**src/rtl/instruction_fetch_unit.sv**
```systemverilog
// Instruction fetch unit: owns the PC, drives word-aligned fetch addresses to a
// combinational instruction memory and captures the returned word into IF/ID.
module instruction_fetch_unit #(
  parameter logic [31:0] RESET_PC    = 32'h0000_0000,
  parameter int          COUNT_WIDTH = 16
) (
  input  logic                   Clk,
  input  logic                   Reset,
  input  logic                   Start,
  input  logic                   Halt,
  input  logic                   Stall,
  input  logic                   Flush,
  input  logic                   RedirectValid,
  input  logic [31:0]            RedirectTarget,
  output logic [31:0]            IMemAddress,
  input  logic [31:0]            IMemInstruction,
  output logic [31:0]            IFID_Instruction,
  output logic [31:0]            IFID_PCPlus4,
  output logic                   IFID_Valid,
  output logic [31:0]            PC,
  output logic [1:0]             State,
  output logic [COUNT_WIDTH-1:0] FetchCount
);

  typedef enum logic [1:0] {
    S_IDLE = 2'b00,
    S_RUN  = 2'b01,
    S_HALT = 2'b10
  } state_t;

  localparam logic [31:0] ALIGN_MASK = 32'hFFFF_FFFC;

  state_t                 r_state,       w_state_next;
  logic [31:0]            r_pc,          w_pc_next;
  logic [31:0]            r_ifid_instr,  w_ifid_instr_next;
  logic [31:0]            r_ifid_pcp4,   w_ifid_pcp4_next;
  logic                   r_ifid_valid,  w_ifid_valid_next;
  logic [COUNT_WIDTH-1:0] r_fetch_count, w_fetch_count_next;

  logic [31:0] w_pc_plus4;
  assign w_pc_plus4 = r_pc + 32'd4;

  // NOTE: every signal written here gets a hold/default value first, so no
  // path through the case/if tree can leave it unassigned and infer a latch.
  always_comb begin
    w_state_next       = r_state;
    w_pc_next          = r_pc;
    w_ifid_instr_next  = r_ifid_instr;
    w_ifid_pcp4_next   = r_ifid_pcp4;
    w_ifid_valid_next  = r_ifid_valid;
    w_fetch_count_next = r_fetch_count;

    case (r_state)
      S_IDLE: begin
        if (Halt)       w_state_next = S_HALT;
        else if (Start) w_state_next = S_RUN;
      end
      S_RUN: begin
        if (Halt || RedirectValid || Flush) begin
          // Any of these squashes whatever would have entered IF/ID this cycle.
          w_ifid_instr_next = 32'd0;
          w_ifid_pcp4_next  = 32'd0;
          w_ifid_valid_next = 1'b0;
          if (Halt)               w_state_next = S_HALT;
          else if (RedirectValid) w_pc_next    = RedirectTarget & ALIGN_MASK;
        end else if (!Stall) begin
          w_ifid_instr_next = IMemInstruction;
          w_ifid_pcp4_next  = w_pc_plus4;
          w_ifid_valid_next = 1'b1;
          w_pc_next         = w_pc_plus4;
          if (!(&r_fetch_count))
            w_fetch_count_next = r_fetch_count + {{(COUNT_WIDTH-1){1'b0}}, 1'b1};
        end
      end
      S_HALT: ;
      default: w_state_next = S_IDLE;
    endcase
  end

  // NOTE: state registers use non-blocking assignments so every flop samples
  // the pre-edge values, independent of statement order.
  always_ff @(posedge Clk) begin
    if (Reset) begin
      r_state       <= S_IDLE;
      r_pc          <= RESET_PC & ALIGN_MASK;
      r_ifid_instr  <= 32'd0;
      r_ifid_pcp4   <= 32'd0;
      r_ifid_valid  <= 1'b0;
      r_fetch_count <= '0;
    end else begin
      r_state       <= w_state_next;
      r_pc          <= w_pc_next;
      r_ifid_instr  <= w_ifid_instr_next;
      r_ifid_pcp4   <= w_ifid_pcp4_next;
      r_ifid_valid  <= w_ifid_valid_next;
      r_fetch_count <= w_fetch_count_next;
    end
  end

  assign IMemAddress      = r_pc;
  assign PC               = r_pc;
  assign State            = r_state;
  assign IFID_Instruction = r_ifid_instr;
  assign IFID_PCPlus4     = r_ifid_pcp4;
  assign IFID_Valid       = r_ifid_valid;
  assign FetchCount       = r_fetch_count;

endmodule

```
**config.mk**
```make
export PLATFORM = sky130hd
export DESIGN_NAME = instruction_fetch_unit
export DESIGN_NICKNAME = d
export VERILOG_FILES = /design/src/rtl/instruction_fetch_unit.sv
export SDC_FILE = /design/constraint.sdc
export NUM_CORES = 1
export LEC_CHECK = 0
export BUFFER_PORTS_ARGS = -buffer_cell sky130_fd_sc_hd__buf_2
export CAP_MARGIN = 20
export CORE_UTILIZATION = 49
export CTS_CLUSTER_SIZE = 20
export DETAILED_ROUTE_END_ITERATION = 7
export GPL_TIMING_DRIVEN = 0
export PLACE_DENSITY = 0.88
export SLEW_MARGIN = 0
export SYNTH_ARGS = -nofsm -noshare
export SYNTH_HDL_FRONTEND = slang
export SYNTH_SLANG_ARGS = --single-unit
```
**constraint.sdc**
```tcl
create_clock -name Clk -period 3 [get_ports Clk]
set_input_delay 0.45 -clock Clk [delete_from_list [all_inputs] [get_ports Clk]]
set_output_delay 0.45 -clock Clk [all_outputs]
set_load 0.01 [all_outputs]
```
# After elaboration in Yosys (flattened, before gate mapping)
# Cells that the tools add are included.
[totals] regBits=115 input_bits=71 output_inout_bits=147 wordCells=42
[op_classes] addsub=2 eq_ne=8 mux=14 bitwise_logic=4 reduce_logical=8
[ops] operator="$mux 32" count=7
[ops] operator="$add 32x3->32 const B" count=1
[ops] operator="$add 16x1->16 const B" count=1
[ops] operator="$reduce_and 16->1" count=1
[ops] operator="$reduce_and 4->1" count=3
[ops] operator="$mux 2" count=4
[ops] operator="$ne 2x2->1 const B" count=4
[ops] operator="$pmux 2 s3" count=1
[ops] operator="$not 1->1" count=4
[ops] operator="$ne 3x3->1 const B" count=1
[ops] operator="$eq 2x1->1 const B" count=1
[ops] operator="$eq 2x2->1 const B" count=1
[ops] operator="$logic_not 2->1" count=1
[ops] operator="$logic_or 1x1->1" count=2
[ops] operator="$mux 1" count=2
[ops] operator="$ne 2x1->1 const B" count=1
[ops] operator="$reduce_and 2->1" count=1

# Logic depth before layout (Yosys ltp)
[depth] word_depth=4 ltp_mapped=8 depth_no_buf=6

# Worst setup path before layout
# No wires, ideal clock.
[synth_timing] path_type="register to register" from="register r_pc[2] (netlist: IMemAddress[2])" to="register r_pc[30] (netlist: IMemAddress[30])" setup_time_ns=0.114 arrival_ns=2.134 required_time_ns=2.886 path_slack_ns=0.752 path_stages_with_launch=7 path_buffers=0 period_less_slack_ns=2.248 path_cell_list="dfxtp_1 ha_1 nand4_1 or4_4 nor4_2 mux2_2 a21o_1"
[synth_via] elab_chain_cells=3
[synth_rtl] item="from (decl)" line_no="34" text="logic [31:0] r_pc, w_pc_next;"
[synth_rtl] item="from (signal assigned)" line_no="85" text="r_pc <= RESET_PC & ALIGN_MASK;"
[synth_rtl] item="from (signal assigned)" line_no="92" text="r_pc <= w_pc_next;"
[synth_rtl] item="$add 32x3->32" line_no="41" text="assign w_pc_plus4 = r_pc + 32'd4;"
[synth_rtl] item="$mux 32" line_no="66" text="end else if (!Stall) begin"
[synth_rtl] item="$mux 32" line_no="59" text="if (Halt || RedirectValid || Flush) begin"
# No other way between the ends. The select of a mux whose other input is x is not followed.
# A chain may end at the register's enable or synchronous reset.

# Worst setup path in the final report
# Same ends and word-level chain as after synthesis.

==> impl_metrics.csv <==
group,metric,value,unit
setup_path,path_delay_family,"simple AND/OR/NAND/NOR gates",
yosys,yosysUniqueCellTypes,60,
global_routing,grt_pass1_vias,5247,
clocking,ctsRootBufferMaster,"clkbuf_8",
yosys,yosys.area.top_type,"dfxtp_1",
drt,vias,5752,
timing,holdWs,0.3064,ns
setup_path,criticalPathCategory,"flip-flop to flip-flop",
yosys,synth_fa_ha_area_frac,0.004585,
timing,setup_viol,0,
yosys,synth_top_family_by_area,"simple AND/OR/NAND/NOR gates",
yosys,synth.area.mux_share,0.003897,
clocking,cts_buffers,9,
timing,fin_crit,2.586,ns
drt,wl_per_cell,16.21,um
setup_path,critical_path_depth,6,
clocking,cts_resized,0,
timing,finalHoldViolCount,0,
min_path,min_path_cells,3,
drt,drc_errors,0,
yosys,synth_area_leaders,"dfxtp_1, a22oi_1, nor2_1, nand2_1, buf_4",
yosys,yosysMostFrequentCell,"dfxtp_1",
setup_path,critPathCaptureType,"flip-flop",
yosys,synth_enable_flop_cells,0,
clocking,clkLatencyLatePin,0.38,ns
drt,dr.first_iter.drc_count,385,
timing,maxSlewViolCount,0,
floorplan,die_area,11560,um2
yosys,synth_compound_area_frac,0.1901,
placed_design,port_buffers,210,
placed_design,place_ws,0.4123,ns
setup_path,startpoint_type,"flip-flop",
clocking,clockBufferDepth,2,
floorplan,placementRows,38,
timing,worst_pin_slew,0.6778,ns
global_routing,grt_usage,0.2889,
timing,fin_crit_sh,0.8619,
clocking,cts_tree,"done",
setup_path,worstPathRequired,3.28,ns
timing,fmax,386.7,MHz
floorplan,core,10840,um2
flow_run,maxCapViolCount,0,
power,leakagePower,3.065,nW
min_path,hold_path.class,"primary input to flip-flop",
yosys,syn_area_per_cell,8.232,um2
timing,fin_skew,0.01530,ns
clocking,cts_htree_levels,3,
yosys,dominantRegCellSynth,"dfxtp_1",
setup_path,slowest_stage,"or4_4",
yosys,synth_commonest_cells,"dfxtp_1, nor2_1, nand2_1",
yosys,synth-seq-cells,112,
power,p_per_area,374.1,nW/um2
final_layout,area_growth,25.97,%
final_layout,nets,960,
placed_design,place_inst,1016,
setup_path,worstPathCellList,"ha_1 -> nand4_1 -> or4_4 -> nor4_2 -> mux2_2 -> a21o_1",
setup_path,crit_buf_inv,0,
timing,relSlewSlack,0.5457,
drt,routed_wl,16740,um
floorplan,initial_utilization,0.5035,
yosys,synth_area,5458,um2
clocking,clock-sinks,112,
clocking,postCtsSetupBuffers,0,
setup_path,r2r_cells,6,
global_routing,grt_pass1_wl,26200,um
final_layout,finalNonFillerCells,1033,
clocking,cts_hold_buf,0,
yosys,synth_top_area_share,0.4108,
placed_design,gp_congestion,0.9067,
drt,first_pass_iters,5,
floorplan,io_pins,218,
timing,setup_ws,0.4143,ns
timing,rsz0062_at_grt,"no",
yosys,yosys_warnings,0,
yosys,synth-simple-area-share,0.2389,
floorplan,fp.dieH,107.5,um
clocking,clkSlewWorstSetupHoldPaths,0.12,ns
yosys,yosysSeqAreaShare,0.4108,
global_routing,grt_max_degree,20,
yosys,synthesis.instances,663,
yosys,ys_async_sr_fraction,0,
yosys,synth-xor-area-share,0.06259,
placed_design,place_hpwl,12520,um
timing,tns,0,ns
global_routing,grt_overflow_total,0,
setup_path,crit_fanout,7,
global_routing,antenna_found_initial,0,
setup_path,slowest_delay,0.61,ns
drt,via_per_inst,5.568,
drt,drtAntennaViolNets,0,
setup_path,arrival,2.87,ns
status,status,"finished, final reports clean",
power,vdd_drop_max,0.0002554,V
floorplan,die_w,107.5,um
final_layout,drive_above_1_share,0.3150,
[power breakdown]
group | switching, mW | total [mW] | internal (mW)
sequential | 0.0136 | 1.51 | 1.50
clock | 0.552 | 0.865 | 0.313
combinational | 0.118 | 0.198 | 0.0799
[layout by cell type, fill, tap and decap left out, types with 24 or more instances in the layout]
cell type,count
buf_2,215
dfxtp_1,112
nor2_1,81
nand2_1,74
a22oi_1,42
clkbuf_1,36
o21ai_0,36
buf_4,35
nand3_1,29
a21oi_1,24
[worst reg2reg max path: cells and delay by family (launching register included)]
| family | cells | cell delay [ns] |
|---|---|---|
| AND/OR/NAND/NOR | 3 | 1.22 |
| flip-flops | 1 | 0.48 |
| multiplexers | 1 | 0.38 |
| adder cells (fa/ha/maj) | 1 | 0.25 |
| AO/OA/AOI/OAI | 1 | 0.17 |
[through the flow]
stage	instance area [um2]	util	power (mW)
final	6875	0.6342	2.572
after global placement	6695	0.6176	1.737
after global routing	6873	0.6340	2.655
after CTS	6873	0.6340	2.572
after floorplan	5469	-	1.639
after detailed placement	6695	0.6176	1.738
[state kept, by name, indices dropped and copies added (netlist names)]
name              cells
IFID_Valid            1
IFID_PCPlus4         31
IMemAddress          30
IFID_Instruction     32
FetchCount           16
State                 2
[layer usage]
layer / global-route usage / vias to the layer above / part of all wire / wire (um)
li1: - / 2765 / - / -
met1: 0.3519 / 2635 / 0.40 / 6676
met2: 0.4945 / 314 / 0.48 / 8104
met3: 0.05690 / 38 / 0.092 / 1535
met4: 0.1204 / 0 / 0.026 / 427
met5: 0 / - / 0 / 0
[logic make-up (layout without fill, tap and decap cells)]
group / Yosys count / after routing
simple gates: 262 / 262
compound gates: 153 / 153
flops: 112 / 112
buf+inv: 92 / 318
xor+xnor: 39 / 39
fa+ha+maj: 2 / 2
mux: 2 / 2
other cells: 1 / 5
[layout make-up]
class,instances,area [um2]
fill,1016,3965
clock inverter,7,53.80
inverter,13,48.80
multi-input combinational,462,2744
sequential,112,2242
buffer,79,434.2
tap,140,175.2
timing repair buffer,210,1051
antenna,1,2.502
clock buffer,9,123.9
[path summary, 6_finish.rpt]
| path | endpoint | start | slack (ns) |
|---|---|---|---|
| worst max register to register | IMemAddress[30] | IMemAddress[2] | 0.41 |
| worst min register to register | IFID_PCPlus4[13] | IFID_PCPlus4[13] | 0.46 |
| worst max-delay path | IMemAddress[30] | IMemAddress[2] | 0.41 |
| worst min-delay path | IFID_Instruction[9] | IMemInstruction[9] | 0.31 |
(Power assumes the default switching activity.)
